File: src/rtl/line_clear_ctrl_pkg.sv
// line_clear_ctrl_pkg: playfield tile/row types and line-clear FSM states
package line_clear_ctrl_pkg;
  localparam int PLAYFIELD_ROWS = 20;
  localparam int PLAYFIELD_COLS = 10;
  typedef enum logic [2:0] {BLANK, TILE_I, TILE_O, TILE_T, TILE_S, TILE_Z, TILE_J, TILE_L} tile_type_t;
  typedef tile_type_t [PLAYFIELD_COLS-1:0] tile_row_t;
  typedef enum logic [2:0] {IDLE, RD, EVAL, FILL, DONE} lc_state_t;
  localparam tile_row_t BLANK_ROW = '{default: BLANK};
endpackage

File: src/rtl/line_clear_ctrl_row_full_detect.sv
// row_full_detect: flags a row whose every tile is non-BLANK
module row_full_detect
  import line_clear_ctrl_pkg::*;
#(
  parameter int COLS = PLAYFIELD_COLS
) (
  input  logic [COLS*3-1:0] row,
  output logic              full
);
  always_comb begin
    full = 1'b1;
    for (int i = 0; i < COLS; i++) full &= row[i*3 +: 3] != 3'(BLANK);
  end
endmodule

File: src/rtl/line_clear_ctrl.sv
// line_clear_ctrl: bottom-up full-row removal with single-pass compaction and top back-fill
module line_clear_ctrl
  import line_clear_ctrl_pkg::*;
#(
  parameter int ROWS = PLAYFIELD_ROWS,
  parameter int COLS = PLAYFIELD_COLS,
  localparam int ROW_W = $clog2(ROWS),
  localparam int CNT_W = $clog2(ROWS + 1)
) (
  input  logic              clk,
  input  logic              rst,
  input  logic              start,
  output logic              busy,
  output logic              done,
  output logic [CNT_W-1:0]  lines_cleared,
  output logic [ROW_W-1:0]  rd_row,
  input  logic [COLS*3-1:0] rd_data,
  output logic              wr_en,
  output logic [ROW_W-1:0]  wr_row,
  output logic [COLS*3-1:0] wr_data
);
  lc_state_t        state;
  logic [CNT_W-1:0] cnt;
  logic [CNT_W-1:0] cnt_next;
  logic             full;
  row_full_detect #(.COLS(COLS)) u_full (.row(rd_data), .full(full));
  assign cnt_next = cnt + CNT_W'(full);
  assign done     = state == DONE;
  assign wr_en    = state == FILL || (state == EVAL && !full && wr_row != rd_row);
  assign wr_data  = state == EVAL ? rd_data : '0;
  // rd_row doubles as the read pointer and is loaded a cycle early so RAM data lands in EVAL;
  // wr_row doubles as the write pointer and ends the copy phase at cnt-1, the first row to blank
  always_ff @(posedge clk) begin
    if (rst) begin
      state         <= IDLE;
      busy          <= 1'b0;
      lines_cleared <= '0;
      rd_row        <= '0;
      wr_row        <= '0;
      cnt           <= '0;
    end else begin
      case (state)
        IDLE: if (start) begin
          state         <= RD;
          busy          <= 1'b1;
          rd_row        <= ROW_W'(ROWS - 1);
          wr_row        <= ROW_W'(ROWS - 1);
          cnt           <= '0;
          lines_cleared <= '0;
        end
        RD: state <= EVAL;
        EVAL: begin
          cnt <= cnt_next;
          if (!full && wr_row != '0) wr_row <= wr_row - 1'b1;
          if (rd_row == '0) begin
            lines_cleared <= cnt_next;
            state         <= cnt_next != '0 ? FILL : DONE;
          end else begin
            rd_row <= rd_row - 1'b1;
            state  <= RD;
          end
        end
        FILL: if (wr_row == '0) state <= DONE; else wr_row <= wr_row - 1'b1;
        DONE: begin
          busy  <= 1'b0;
          state <= IDLE;
        end
        default: state <= IDLE;
      endcase
    end
  end
endmodule

File: config.mk
export PLATFORM = sky130hd
export DESIGN_NAME = line_clear_ctrl
export DESIGN_NICKNAME = d
export VERILOG_FILES = /design/src/rtl/line_clear_ctrl_pkg.sv /design/src/rtl/line_clear_ctrl_row_full_detect.sv /design/src/rtl/line_clear_ctrl.sv
export SDC_FILE = /design/constraint.sdc
export NUM_CORES = 1
export LEC_CHECK = 0
export ABC_CLOCK_PERIOD_IN_PS = 5700
export CAP_MARGIN = 5
export CORE_MARGIN = 3
export CORE_UTILIZATION = 43
export DETAILED_ROUTE_END_ITERATION = 16
export HOLD_SLACK_MARGIN = 0.12
export PLACE_DENSITY = 0.95
export SYNTH_ARGS = -nofsm -noshare
export SYNTH_HDL_FRONTEND = slang
export SYNTH_SLANG_ARGS = --single-unit
File: constraint.sdc
create_clock -name clk -period 5.7 [get_ports clk]
set_input_delay 0.855 -clock clk [delete_from_list [all_inputs] [get_ports clk]]
set_output_delay 0.855 -clock clk [all_outputs]
set_load 0.02 [all_outputs]
[Word level (Yosys, flattened, before mapping)]
Index checks and enable logic that the tools add are counted.
Storage, ports and cells
  flip-flop bits (word level): 24
  word-level logic and storage cells: 76
  bits of input ports: 33
Cells by class
  bitwise gates (word level): 9
  add/subtract/negate cells: 3
  reductions and logical operators: 29
  multiplexer cells: 18
  eq/ne operators: 11
Operators with widths (number)
  $reduce_bool A3 Y1: 11
  $mux W30: 1
  $mux W5: 6
  $pmux W5 S2: 3
  $pmux W5 S3: 1
  $mux W3: 4
  $pmux W3 S4: 1
  $logic_not A5 Y1: 2
  $reduce_bool A5 Y1: 2
  $sub A5 B1 Y5 const B: 2
  $and A1 B1 Y1: 9
  $eq A3 B2 Y1 const B: 2
  $ne A2 B1 Y1 const B: 3
  $ne A2 B2 Y1 const B: 3
  $reduce_and A2 Y1: 3
  $reduce_and A3 Y1: 2
  $add A5 B1 Y5: 1
  $ne A5 B5 Y1: 1
  $reduce_and A4 Y1: 1
  $reduce_bool A2 Y1: 2
  $eq A3 B1 Y1 const B: 1
  $eq A3 B3 Y1 const B: 1
  $logic_and A1 B1 Y1: 3
  $logic_not A3 Y1: 1
  other kinds (4): 4

[Logic depth before layout (Yosys ltp)]
  word-level depth: 15
  mapped depth: 12

[Cells and area by module]
A second synthesis with hierarchy kept.
Unflattened totals
  cell total of the unflattened synthesis: 197
  area total of the unflattened synthesis: 1620.3 µm²
By module, submodules not included
  line_clear_ctrl: cells each 181, times used 1, seq. area each 480.5 µm², area an instance 1539.0 µm²
  row_full_detect: cells each 16, times used 1, seq. area each 0.0 µm², area an instance 81.3 µm²

[Worst setup path before layout]
OpenSTA, ideal clock, no wires.
  path type: input-to-reg
  start: input port rd_data[25]
  end: register state[2]
  data required time: 5.622 ns
  slack: 2.433 ns
  cell stages on the path: 12
  data arrival time: 3.189 ns
  buffers on the path: 0
  cells stage by stage: or3_1 -> o31ai_1 -> or4_4 -> nor2_1 -> ha_1 -> ha_1 -> nand3_1 -> nand2_1 -> o21ai_0 -> or4_1 -> o31a_1 -> nor3_1
On the way
  longest elaborated chain between the ends: 8
RTL lines
  from (decl): line line_clear_ctrl.sv:17  | input logic [COLS*3-1:0] rd_data,
  $reduce_bool A3 Y1: line line_clear_ctrl_row_full_detect.sv:12  | for (int i = 0; i < COLS; i++) full &= row[i*3 +: 3] != 3'(BLANK);
  $and A1 B1 Y1 (2 in a row): line line_clear_ctrl_row_full_detect.sv:12
  $add A5 B1 Y5: line line_clear_ctrl.sv:27  | assign cnt_next = cnt + CNT_W'(full);
  $reduce_bool A5 Y1: line line_clear_ctrl.sv:57  | state <= cnt_next != '0 ? FILL : DONE;
  $mux W3: line line_clear_ctrl.sv:57
  $mux W3: line line_clear_ctrl.sv:55  | if (rd_row == '0) begin
  $pmux W3 S4: line line_clear_ctrl.sv:42  | case (state)
  to (signal assigned): line line_clear_ctrl.sv:57
  to (decl): line line_clear_ctrl.sv:22  | lc_state_t state;
No other way between the ends.
A chain may end at the register's enable or synchronous reset.

[Worst setup path in the final report]
  start: input port rd_data[25]
  end: output port wr_en
On the way
  longest elaborated chain between the ends: 7
RTL lines
  $reduce_bool A3 Y1: line line_clear_ctrl_row_full_detect.sv:12
  $and A1 B1 Y1 (2 in a row): line line_clear_ctrl_row_full_detect.sv:12
  $logic_not A1 Y1: line line_clear_ctrl.sv:29  | assign wr_en = state == FILL || (state == EVAL && !full && wr_row != rd_row);
  $logic_and A1 B1 Y1 (2 in a row): line line_clear_ctrl.sv:29
  $logic_or A1 B1 Y1: line line_clear_ctrl.sv:29
  to (decl): line line_clear_ctrl.sv:18  | output logic wr_en,
No other way between the ends.

==> flow_summary.ini <==
[status]
outcome = finished, final reports clean

[synth]
synth.distinct_cells = 45
async_flop_share = 0
synth_cells = 206
synthFlopType = dfxtp_1
synth_xor_area_frac = 0.0597
synth.avg_cell_area_um2 = 7.84
synthSimpleGateAreaFrac = 0.378
ys_seq_elements = 24
synth_top_family_by_area = simple AND/OR/NAND/NOR gates
synth_area_um2 = 1610
yosysWarnings = 0
synth_nets = 245
synth_seq_area_share = 0.298
synth_fa_ha_area_frac = 0.0465
synth_compound_area_frac = 0.173
synthMuxAreaShare = 0
synth_edf_count = 0

[timing]
finalCriticalPeriod_ns = 4.00
final_hold_viol_count = 0
rsz0062_at_grt = false
timing.fmax_ghz = 0.250
fin_crit_sh = 0.701
slew-limit-headroom = 0.390
tightest_slew_ns = 0.913
slew_violations = 0
finalSetupViolations = 0
tns_ns = 0
clock-skew-final_ns = 0.00490

[grt]
grt_start_max_net_pins = 40
track_usage = 0.220
grt_pass1_wl_mm = 7.80
grt_pass1_vias = 1764
gr-total-overflow = 0
antenna_found_initial = 0

[hold_path]
hold_start = cnt[0]
holdPathStages = 2
min_to = cnt[0]
hp-class = reg -> reg

[clocking]
cts.clk_slew.worst_paths_ns = 0.08
postCtsResizedCells = 0
post-cts-setup-buffers = 0
h-tree-depth = 1
clockBufferDepth = 2
cts.sinks = 24
cts_tree = done
clock_latency_ns = 0.27
postCtsHoldBufs = 0
cts_made_buffers = 3
root_buffer = clkbuf_8

[worst_setup_path]
worstSetupPathType = in -> out
reg2reg_depth = 5
regToRegSetupSlack_ns = 3.28
end_kind = output pin
critPathLaunchType = input pin
cp_data_arrival_time_ns = 3.14
crit_fanout = 3
r2r_start = state[1]
cp.required_ns = 4.85
timing.rr.end = wr_row[3]

[routing]
via_per_inst = 5.60
avgRoutedWirePerCell_um = 14.6
drtIter0Drc = 143
drc = 0
dr.pass1.iters = 6
drt-total-wl_mm = 4.73
vias = 1820
final_antenna_net_count = 0

[cells_and_area]
drive_gt1_frac = 0.0538
multi_input_area_um2 = 1060
nFillCells = 270
stdcell_count = 325
area_growth_pct = 54.7
seq_area_um2 = 480
diodes = 0
nNetsFinal = 319

[floorplan]
die_x_um = 67.3
num_io_pins = 81
start_util = 0.465
die_y_um = 67.3
core-area_um2 = 3470
fp.dieArea_um2 = 4520
rows = 21

[place]
hpwl_mm = 3.69
port_buffers = 80
dp_cells = 321
gp_congestion = 0.801

[job]
drv_cap = 0

[power]
powerDensity_nw_per_um2 = 212
cellLeakagePower_nw = 1.00
irDropWorstVdd_mv = 0.105
state kept, by name, summed over array words and instances (netlist names):
| signal | flops |
|---|---|
| rd_row | 5 |
| wr_row | 5 |
| lines_cleared | 5 |
| busy | 1 |
| state | 3 |
| cnt | 5 |
layout by cell type (no fill, tap or decap), drive strengths merged, types with 2 or more instances in the layout:
cell           Yosys  final
a211oi             2      2
a21oi             15     15
a311oi             2      2
and2               2      2
and3              30     30
clkbuf             8      3
clkdlybuf4s50      0     80
dfxtp             24     24
ha                 6      6
inv                5      5
nand2             12     12
nand2b             4      4
nand3              4      4
nand3b             2      2
nor2              24     24
nor2b              2      2
nor3              15     15
nor3b              2      2
o21ai              8      8
o31ai              3      3
or3                4      4
or4                3      3
or4b               2      2
xnor2              5      5
xor2               6      6
report_power, final:
part           internal, mW  switching, mW
sequential            0.178         0.0193
combinational        0.0897         0.0925
clock                0.0940         0.0565
worst max-delay path by stage:
stage	startpoint	end
final	rd_data[25]	wr_en
after global routing	rd_data[24]	state[2]
after CTS	rd_data[24]	wr_en
after detailed placement	rd_data[24]	state[0]
after global placement	rd_data[25]	state[2]
after floorplan	rd_data[25]	state[2]
per-stage QoR:
step	cell area (um2)	util	hold slack, ns	total power, mW	setup slack [ns]
after detailed placement	2430	0.699	0.463	0.383	1.57
final	2500	0.720	0.472	0.530	1.70
after floorplan	1610	-	0.441	0.303	2.43
after global placement	2430	0.699	0.457	0.377	1.75
after global routing	2500	0.720	0.520	0.558	1.57
after CTS	2500	0.720	0.475	0.532	1.70
synthesized netlist by cell type, types with 2 or more instances:
| cell type | count | area (um2) |
|---|---|---|
| a211oi_1 | 2 | 15.0 |
| a21oi_1 | 15 | 75.1 |
| a311oi_1 | 2 | 17.5 |
| and2_1 | 2 | 12.5 |
| and3_1 | 29 | 181 |
| buf_2 | 3 | 15.0 |
| clkbuf_1 | 8 | 30.0 |
| dfxtp_1 | 24 | 480 |
| ha_1 | 6 | 75.1 |
| inv_1 | 5 | 18.8 |
| nand2_1 | 12 | 45.0 |
| nand2b_1 | 4 | 25.0 |
| nand3_1 | 4 | 20.0 |
| nand3b_1 | 2 | 15.0 |
| nor2_1 | 23 | 86.3 |
| nor2b_1 | 2 | 12.5 |
| nor3_1 | 14 | 70.1 |
| nor3b_1 | 2 | 15.0 |
| o21ai_0 | 8 | 40.0 |
| o31ai_1 | 2 | 15.0 |
| or3_1 | 3 | 18.8 |
| or4_1 | 2 | 15.0 |
| xnor2_1 | 5 | 43.8 |
| xor2_1 | 6 | 52.6 |
per-layer routing:
metal	track usage	routed length, um
met5	0	0
met4	0.0759	72
met1	0.264	1880
met2	0.379	2340
met3	0.0532	444
critical path: stages:
cell and delay [ns]:
clkdlybuf4s50_1 0.47, or3_1 0.12, o31ai_1 0.07, or4_4 0.55, nor2_1 0.26, a31oi_1 0.09
o21a_1 0.19, clkdlybuf4s50_1 0.53
cell families after synthesis:
kind of cell / count (synthesis)
AO/OA/AOI/OAI: 39
XOR/XNOR: 11
adder cells (fa/ha/maj): 6
buffers and inverters: 17
flip-flops: 24
AND/OR/NAND/NOR: 109
final cells by class:
type / count / share of cell area
clock inverters: 1 / 0.0120
clock buffers: 3 / 0.0165
well taps: 46 / 0.0230
flip-flops and latches: 24 / 0.192
repair buffers: 81 / 0.324
inverters: 5 / 0.00752
multi-input cells: 165 / 0.425
Power figures use the tool's default switching activity.
